[config.mk]
export PLATFORM = sky130hd
export DESIGN_NAME = seq_alu
export DESIGN_NICKNAME = d
export VERILOG_FILES = /design/src/rtl/seq_alu.sv
export SDC_FILE = /design/constraint.sdc
export NUM_CORES = 1
export LEC_CHECK = 0
export ABC_AREA = 1
export CAP_MARGIN = 20
export CORE_UTILIZATION = 65
export CTS_BUF_LIST = sky130_fd_sc_hd__clkbuf_16
export CTS_CLUSTER_SIZE = 14
export DETAILED_ROUTE_END_ITERATION = 8
export MAX_ROUTING_LAYER = met4
export PLACE_DENSITY = 0.87
export SETUP_SLACK_MARGIN = 0.1
export SLEW_MARGIN = 5
export SYNTH_ARGS = -nofsm -noshare
export SYNTH_HDL_FRONTEND = slang
export SYNTH_SLANG_ARGS = --single-unit
[constraint.sdc]
create_clock -name clk -period 10.4 [get_ports clk]
set_input_delay 2.6 -clock clk [delete_from_list [all_inputs] [get_ports clk]]
set_output_delay 2.6 -clock clk [all_outputs]
set_load 0.01 [all_outputs]
[src/rtl/seq_alu.sv]
// seq_alu: multi-cycle ALU for the execute stage.
//   Single-cycle ops (ADD/SUB/shifts/logic/CLR/illegal, DIV/MOD by zero) finish at
//   the edge that samples start. MUL (shift-add) and DIV/MOD (restoring) iterate
//   once per clock for WIDTH clocks, then take one more clock to publish the result.
// Ports:
//   clk, rst        rising-edge clock, asynchronous active-high reset
//   start           request; alu_op/in1/in2 sampled when start=1 and busy=0
//   alu_op          4-bit operation code (12..15 illegal)
//   in1, in2        operands (in2 doubles as shift amount)
//   busy            high while MUL/DIV/MOD is iterating
//   done            one-cycle pulse when Z/Z_hi/flags are updated
//   Z, Z_hi         result and MUL upper product word (0 for other ops)
//   flag_z/c/v/dz/ill  zero, carry/borrow, signed overflow, div-by-zero, illegal op
module seq_alu #(
    parameter int WIDTH = 16
) (
    input  logic             clk,
    input  logic             rst,
    input  logic             start,
    input  logic [3:0]       alu_op,
    input  logic [WIDTH-1:0] in1,
    input  logic [WIDTH-1:0] in2,
    output logic             busy,
    output logic             done,
    output logic [WIDTH-1:0] Z,
    output logic [WIDTH-1:0] Z_hi,
    output logic             flag_z,
    output logic             flag_c,
    output logic             flag_v,
    output logic             flag_dz,
    output logic             flag_ill
);
    localparam int CNT_W = $clog2(WIDTH) + 1;
    localparam int SH_W  = $clog2(WIDTH);

    typedef enum logic {IDLE, ITER} state_t;
    typedef enum logic [3:0] {
        OP_ADD = 4'd0, OP_SUB = 4'd1, OP_MUL = 4'd2, OP_DIV = 4'd3,
        OP_MOD = 4'd4, OP_SHL = 4'd5, OP_SHR = 4'd6, OP_SRA = 4'd7,
        OP_CLR = 4'd8, OP_AND = 4'd9, OP_OR  = 4'd10, OP_NOT = 4'd11
    } op_t;

    state_t           state, state_n;
    logic [CNT_W-1:0] cnt, cnt_n;
    op_t              op_r, op_n;
    logic [WIDTH-1:0] d_r, d_n;       // multiplicand or divisor
    logic [WIDTH-1:0] rem_r, rem_n;   // MUL: high partial product; DIV: remainder
    logic [WIDTH-1:0] q_r, q_n;       // MUL: multiplier/low product; DIV: quotient

    logic [WIDTH:0]   msum, dshift, ddiff;
    logic [SH_W-1:0]  sh_amt;
    logic             shift_big;

    logic             fin;
    logic [WIDTH-1:0] res, res_hi;
    logic             res_c, res_v, res_dz, res_ill;

    assign busy = (state == ITER);

    always_comb begin
        state_n = state;
        cnt_n   = cnt;
        op_n    = op_r;
        d_n     = d_r;
        rem_n   = rem_r;
        q_n     = q_r;
        fin     = 1'b0;
        res     = '0;
        res_hi  = '0;
        res_c   = 1'b0;
        res_v   = 1'b0;
        res_dz  = 1'b0;
        res_ill = 1'b0;

        // One MUL step adds the multiplicand when the multiplier LSB is set, then
        // the {rem,q} pair shifts right so the product accumulates across both words.
        msum   = {1'b0, rem_r} + (q_r[0] ? {1'b0, d_r} : '0);
        // One restoring DIV step brings the next dividend bit into the remainder.
        dshift = {rem_r, q_r[WIDTH-1]};
        ddiff  = dshift - {1'b0, d_r};

        sh_amt    = in2[SH_W-1:0];
        shift_big = |(in2 >> SH_W);

        case (state)
            IDLE: begin
                if (start) begin
                    fin = 1'b1;
                    case (alu_op)
                        OP_ADD: begin
                            {res_c, res} = {1'b0, in1} + {1'b0, in2};
                            res_v = (in1[WIDTH-1] == in2[WIDTH-1]) && (res[WIDTH-1] != in1[WIDTH-1]);
                        end
                        OP_SUB: begin
                            res   = in1 - in2;
                            res_c = (in1 < in2);
                            res_v = (in1[WIDTH-1] != in2[WIDTH-1]) && (res[WIDTH-1] != in1[WIDTH-1]);
                        end
                        OP_MUL: begin
                            fin     = 1'b0;
                            state_n = ITER;
                            cnt_n   = CNT_W'(WIDTH);
                            op_n    = OP_MUL;
                            d_n     = in1;
                            q_n     = in2;
                            rem_n   = '0;
                        end
                        OP_DIV, OP_MOD: begin
                            if (in2 == '0) begin
                                res_dz = 1'b1;
                                res    = (alu_op == OP_DIV) ? '1 : in1;
                            end else begin
                                fin     = 1'b0;
                                state_n = ITER;
                                cnt_n   = CNT_W'(WIDTH);
                                op_n    = (alu_op == OP_DIV) ? OP_DIV : OP_MOD;
                                d_n     = in2;
                                q_n     = in1;
                                rem_n   = '0;
                            end
                        end
                        OP_SHL: res = shift_big ? '0 : (in1 << sh_amt);
                        OP_SHR: res = shift_big ? '0 : (in1 >> sh_amt);
                        OP_SRA: begin
                            res = $unsigned($signed(in1) >>> sh_amt);
                            if (shift_big) res = {WIDTH{in1[WIDTH-1]}};
                        end
                        OP_CLR: res = '0;
                        OP_AND: res = in1 & in2;
                        OP_OR:  res = in1 | in2;
                        OP_NOT: res = ~in1;
                        default: res_ill = 1'b1;
                    endcase
                end
            end
            ITER: begin
                if (cnt == '0) begin
                    fin     = 1'b1;
                    state_n = IDLE;
                    case (op_r)
                        OP_MUL: begin
                            res    = q_r;
                            res_hi = rem_r;
                        end
                        OP_DIV:  res = q_r;
                        default: res = rem_r;
                    endcase
                end else begin
                    cnt_n = cnt - CNT_W'(1);
                    if (op_r == OP_MUL) begin
                        rem_n = msum[WIDTH:1];
                        q_n   = {msum[0], q_r[WIDTH-1:1]};
                    end else if (dshift >= {1'b0, d_r}) begin
                        rem_n = ddiff[WIDTH-1:0];
                        q_n   = {q_r[WIDTH-2:0], 1'b1};
                    end else begin
                        rem_n = dshift[WIDTH-1:0];
                        q_n   = {q_r[WIDTH-2:0], 1'b0};
                    end
                end
            end
            default: state_n = IDLE;
        endcase
    end

    always_ff @(posedge clk or posedge rst) begin
        if (rst) begin
            state    <= IDLE;
            cnt      <= '0;
            op_r     <= OP_ADD;
            d_r      <= '0;
            rem_r    <= '0;
            q_r      <= '0;
            done     <= 1'b0;
            Z        <= '0;
            Z_hi     <= '0;
            flag_z   <= 1'b0;
            flag_c   <= 1'b0;
            flag_v   <= 1'b0;
            flag_dz  <= 1'b0;
            flag_ill <= 1'b0;
        end else begin
            state <= state_n;
            cnt   <= cnt_n;
            op_r  <= op_n;
            d_r   <= d_n;
            rem_r <= rem_n;
            q_r   <= q_n;
            done  <= fin;
            if (fin) begin
                Z        <= res;
                Z_hi     <= res_hi;
                flag_z   <= (res == '0);
                flag_c   <= res_c;
                flag_v   <= res_v;
                flag_dz  <= res_dz;
                flag_ill <= res_ill;
            end
        end
    end
endmodule

==> results.toml, run 1 <==
[outcome]
run_status = "completed"

[yosys]
syn_area_um2 = 11000
synth_top_area_frac = 0.216
ys_seq_area_frac = 0.216
synth_nets = 1986
synthFlopType = "dfrtp_1"
yosysTopAreaCell = "dfrtp_1"
synth-seq-cells = 95
synthTopCellsByArea = "dfrtp_1 (22%), nand2_1 (20%), ha_1 (9.3%)"
synthCells = 1861
yosysWarnings = 0
ys_types = 51
async_flop_share = 1.00
synth_edf_count = 0
synth.avg_cell_area_um2 = 5.90

[layout]
nets = 2006
drive_gt1_frac = 0.0281
fin_util = 0.732
syn2layout_area_growth_pct = 10.1
fillers = 1396
finalInstanceArea_um2 = 12100
diodes = 0

[global_routing]
grt_usage = 0.485
grt_max_degree = 78
first_global_vias = 11800
antenna_found_initial = 0
grt_overflow_total = 0
grt_first_pass_wirelength_um = 63900

[worst_setup_path]
crit_start = "alu_op[2]"
r2r_end = "q_r[2]"
r2r_start = "busy"
worstPathRequired_ns = 10.66
crit_slowest_cell = "nand2_2"
arrival_ns = 6.21
max_stage_delay_ns = 0.68
rrSetupSlack_ns = 7.10
crit_end = "q_r[2]"
crit_family = "buffers and inverters"
cp-start-kind = "input pin"
reg2reg_depth = 6
timing.critical_path.buf_inv = 4
cp_max_fo = 54
path_class = "in -> reg"
endpoint_kind = "flip-flop"
cp.depth = 12
crit_chain = "clkdlybuf4s50_1, inv_1, nor2_1, nand2_1, nand2_2, a22oi_1, nor2_2, buf_4, nor2_2, inv_2, nand2_1, o21ai_1"

[die]
coreArea_um2 = 16500
die_w_um = 132
die_y_um = 132
initial_core_util = 0.665
fp.dieArea_um2 = 17400
rows = 47
io_pins = 78

[routing]
vias = 13500
postRouteAntennaNets = 0
wirelength_um = 41500
first_pass_iters = 7
viasPerCell = 6.40
drc = 0
drtIter0Drc = 2265
avgRoutedWirePerCell_um = 19.7

[job]
drv_cap = 0

[sta]
rsz0062_at_grt = "false"
timing.final.crit_share = 0.572
relSlewSlack = 0.204
setup_slack_ns = 4.45
worstMarginPinSlew_ns = 1.19
slew_viol_final = 0
fmax_mhz = 168
hold_violations = 0
fin_setup_tns_ns = 0
clock_skew_ns = 0.00673
finalSetupViolCount = 0
layout_min_cycle_time_ns = 5.95

[placed_design]
dp_hpwl_um = 31600
place_area_um2 = 11800
portBuffers = 77
routabilityCongestion = 1.09
place_ws_ns = 4.29

[clock_tree]
insertion_delay_ns = 0.35
h-tree-depth = 3
ctsHoldBuffers = 0
cts_setup_buffers = 0
cts_root_buf = "clkbuf_16"
cts_tree = "built"
cts_num_sinks = 95
path_clk_slew_ns = 0.06
clock_path_buffers = 2
numCtsBuffers = 9
post_cts_resized = 0

[power_and_ir_drop]
power_density_nw_per_um2 = 249
ir_drop_v = 0.000346
p_leak_nw = 6.27

[worst_hold_path]
hold_class = "reg -> reg"
==> power by group <==
| part | switching [mW] | total [mW] | internal (mW) |
|---|---|---|---|
| combinational | 1.26 | 1.96 | 0.695 |
| clock | 0.147 | 0.331 | 0.184 |
| sequential | 0.203 | 0.731 | 0.528 |
==> tightest hold or removal path, delay by kind of cell (launching register included) <==
kind,cells,cell delay [ns]
DFF,1,0.34
AOI/OAI and AO/OA,1,0.06
and+or+nand+nor,1,0.05
==> cells in the mapped netlist, drive strengths merged (10+ instances only) <==
cell,count
nor2,179
xor2,10
clkbuf,36
nand4,33
o211ai,18
dfrtp,95
nand2,575
o21ai,203
buf,42
a21oi,108
nand3,184
inv,212
ha,82
==> sequential cells by signal, summed over array words and instances (netlist names) <==
name,count
op_r,3
flag_c,1
rem_r,16
flag_z,1
busy,1
done,1
cnt,5
flag_v,1
Z,16
d_r,16
flag_dz,1
Z_hi,16
q_r,16
flag_ill,1
==> worst min-delay path by stage <==
stage / start / to / cells past startpoint
after global placement: Z_hi[1] / Z_hi[1] / 2
after floorplan: cnt[4] / cnt[4] / 2
after detailed placement: Z_hi[4] / Z_hi[4] / 2
after global routing: Z_hi[4] / Z_hi[4] / 2
final: Z_hi[4] / Z_hi[4] / 2
after CTS: Z_hi[4] / Z_hi[4] / 2
==> per-stage QoR <==
stage,power (mW),instances,hold WS [ns]
6_report,3.02,2105,0.483
5_1_grt,3.21,2105,0.508
3_3_place_gp,2.47,2088,0.465
2_1_floorplan,1.98,1861,0.470
3_5_place_dp,2.54,2088,0.472
4_1_cts,2.90,2103,0.489
==> cells in the final DEF (no fill, tap or decap), types with 4 or more instances in the layout <==
cell type	Yosys	routed
nand2_1	571	571
inv_1	206	205
nand3_1	182	182
o21ai_0	178	178
nor2_1	173	172
a21oi_1	108	108
dfrtp_1	95	95
ha_1	82	82
clkdlybuf4s50_1	0	77
nand4_1	33	33
o21ai_1	25	25
o211ai_1	18	18
xor2_1	10	10
clkbuf_16	0	9
o21bai_1	8	8
or2_2	8	8
buf_4	2	8
xnor2_1	7	7
nor2_2	5	6
inv_2	6	6
o22ai_1	6	6
nor3_1	6	6
a21o_1	6	6
a31oi_1	6	6
clkinv_1	2	4
a21boi_0	4	4
fa_1	4	4
==> cell families (layout without fill, tap and decap cells) <==
family                   Yosys count  after routing  share of synthesized area
AO/OA/AOI/OAI                    376            376                      0.186
XOR/XNOR                          17             17                     0.0136
buffers and inverters            292            316                      0.105
adder cells (fa/ha/maj)           86             86                      0.101
AND/OR/NAND/NOR                  995            995                      0.378
flip-flops                        95             95                      0.216
==> layer usage <==
metal  vias to the layer above  GRT usage  part of all wire
li1                       6130          -                 -
met2                      1061      0.685              0.41
met3                       166      0.156              0.16
met5                         -          -                 0
met1                      6105      0.648              0.38
met4                         0      0.168             0.041
==> cell type report <==
type | instances | area (µm²) | share of cell area
Clock buffer | 9 | 225 | 0.0186
Clock inverter | 6 | 62.6 | 0.00517
Inverter | 214 | 806 | 0.0666
Multi-Input combinational cell | 1474 | 7470 | 0.617
Sequential cell | 95 | 2380 | 0.197
Tap cell | 220 | 275 | 0.0228
Timing Repair Buffer | 87 | 886 | 0.0732
No activity file was read; power rests on OpenSTA's default activity.
==> inputs of run 2 (changes only) <==
--- a/config.mk
+++ b/config.mk
@@ -7,12 +7,12 @@
 export LEC_CHECK = 0
 export ABC_AREA = 1
 export CAP_MARGIN = 20
-export CORE_UTILIZATION = 65
+export CORE_UTILIZATION = 61
 export CTS_BUF_LIST = sky130_fd_sc_hd__clkbuf_16
 export CTS_CLUSTER_SIZE = 14
 export DETAILED_ROUTE_END_ITERATION = 8
 export MAX_ROUTING_LAYER = met4
-export PLACE_DENSITY = 0.87
+export PLACE_DENSITY = 0.82
 export SETUP_SLACK_MARGIN = 0.1
 export SLEW_MARGIN = 5
 export SYNTH_ARGS = -nofsm -noshare
==> constraint.sdc (replaced) <==
create_clock -name clk -period 6.1 [get_ports clk]
set_input_delay 1.525 -clock clk [delete_from_list [all_inputs] [get_ports clk]]
set_output_delay 1.525 -clock clk [all_outputs]
set_load 0.01 [all_outputs]
==> run 2 against run 1 <==
  * Cell count grew 0.76%
  * Clock power rose by 78%
  * Sequential share of layout area fell by 0.089 points
  * Routed wire length up 3.8%
==> results.toml, run 2 (same netlist as run 1, synthesis figures left out) <==
[outcome]
run_status = "completed"

[worst_hold_path]
whs_endpoint = "Z_hi[8]"
hold_class = "reg -> reg"
hold_depth = 2
min_from = "Z_hi[8]"

[worst_setup_path]
path_class = "in -> reg"
rrSetupSlack_ns = 2.60
endpoint_kind = "flip-flop"
worstPathRequired_ns = 6.40
reg2reg_depth = 5
cp_max_fo = 16
r2r_end = "rem_r[3]"
arrival_ns = 4.87
cp-start-kind = "input pin"
r2r_start = "busy"

[sta]
rsz0062_at_grt = "false"
relSlewSlack = 0.260
slew_viol_final = 0
timing.final.crit_share = 0.749
setup_slack_ns = 1.53
fmax_mhz = 219
worstMarginPinSlew_ns = 1.11
layout_min_cycle_time_ns = 4.57
hold_violations = 0
fin_setup_tns_ns = 0
finalSetupViolCount = 0
clock_skew_ns = 0.0170

[job]
drv_cap = 0

[clock_tree]
clock_path_buffers = 2
ctsHoldBuffers = 0
path_clk_slew_ns = 0.07
cts_root_buf = "clkbuf_16"
cts_num_sinks = 95
cts_setup_buffers = 0
numCtsBuffers = 9
h-tree-depth = 3
cts_tree = "built"
insertion_delay_ns = 0.36
post_cts_resized = 0

[placed_design]
place_area_um2 = 11900
portBuffers = 77
routabilityCongestion = 1.09
dp_hpwl_um = 32800
place_ws_ns = 1.33

[power_and_ir_drop]
p_sw_mw = 2.78
p_leak_nw = 6.32
intPower_mw = 2.39
power_density_nw_per_um2 = 425
clkPwrFrac = 0.114
finalPower_mw = 5.17
p_seq_frac = 0.238
ir_drop_v = 0.000611
p_sw_frac = 0.537
power_frac_comb = 0.648

[layout]
final_common_cell = "nand2_1"
syn2layout_area_growth_pct = 10.6
diodes = 0
finalInstanceArea_um2 = 12200
fin_util = 0.698
seqCellArea_um2 = 2380
nets = 2017
layout.cells.most_common_list = "nand2_1 (571), inv_1 (205), nand3_1 (182)"
fillers = 1587
multi_input_comb_area_um2 = 7470
drive_gt1_frac = 0.0348

[global_routing]
grt_usage = 0.479
antenna_found_initial = 0
grt_overflow_total = 0
grt_first_pass_wirelength_um = 64900
met2_usage = 0.673
met3_usage = 0.157
grt_max_degree = 63
grt_util_met1 = 0.635
busiest_layer = "met2"
first_global_vias = 11900

[routing]
drc = 0
drtIter0Drc = 2068
wirelength_um = 43100
viasPerCell = 6.33
avgRoutedWirePerCell_um = 20.3
first_pass_iters = 6
postRouteAntennaNets = 0
vias = 13400

[die]
rows = 48
initial_core_util = 0.631
fp.dieArea_um2 = 18500
io_pins = 78
die_y_um = 136
die_w_um = 136
coreArea_um2 = 17400
run 2: power by group through the flow:
stage	clock (mW)	combinational [mW]	sequential, mW
after floorplan	0	2.29	1.10
after global placement	0	3.04	1.19
after detailed placement	0	3.15	1.21
after CTS	0.579	3.21	1.20
after global routing	0.608	3.65	1.24
final	0.589	3.35	1.23
run 2: area by class of cell:
type / count / area share
clock buffers: 9 / 0.0185
well taps: 225 / 0.0232
repair buffers: 98 / 0.0764
multi-input cells: 1474 / 0.614
flip-flops and latches: 95 / 0.196
clock inverters: 6 / 0.00566
inverters: 214 / 0.0663
run 2: stage by stage:
stage | cells | hold slack [ns]
final | 2121 | 0.490
after global routing | 2121 | 0.530
after CTS | 2121 | 0.498
after detailed placement | 2106 | 0.473
after global placement | 2106 | 0.466
after floorplan | 1861 | 0.470
run 2: how the worst max path moves through the flow:
| stage | start | endpoint | slack (ns) | cells after the start |
|---|---|---|---|---|
| 2_1_floorplan | rst | Z[0] | 2.10 | 1 |
| 3_3_place_gp | in2[3] | flag_z | 1.29 | 20 |
| 3_5_place_dp | in2[3] | flag_z | 1.33 | 19 |
| 4_1_cts | in2[3] | flag_z | 1.68 | 20 |
| 5_1_grt | in2[3] | flag_z | 1.21 | 20 |
| 6_report | in2[3] | flag_z | 1.53 | 20 |
run 2: critical path, stage by stage:
cell and delay (ns):
clkdlybuf4s50_1 0.45, buf_4 0.24, inv_1 0.35, ha_1 0.60, nand2_1 0.12, nor2_1 0.12, nand2_1 0.05, nand3_1 0.21
nand2_1 0.14, nand2_1 0.08, nand2_1 0.05, nand3_1 0.07, nand4_1 0.15, nand2_1 0.12, nand2_1 0.05, nor2_1 0.10
nand2_1 0.07, nor2_1 0.19, nand3_1 0.10, nand2_1 0.06
run 2: routing by layer:
metal / wire (µm) / vias up
met4: 1840 / 0
li1: - / 6143
met1: 16900 / 6100
met2: 17500 / 1037
met3: 6840 / 151
met5: 0 / -
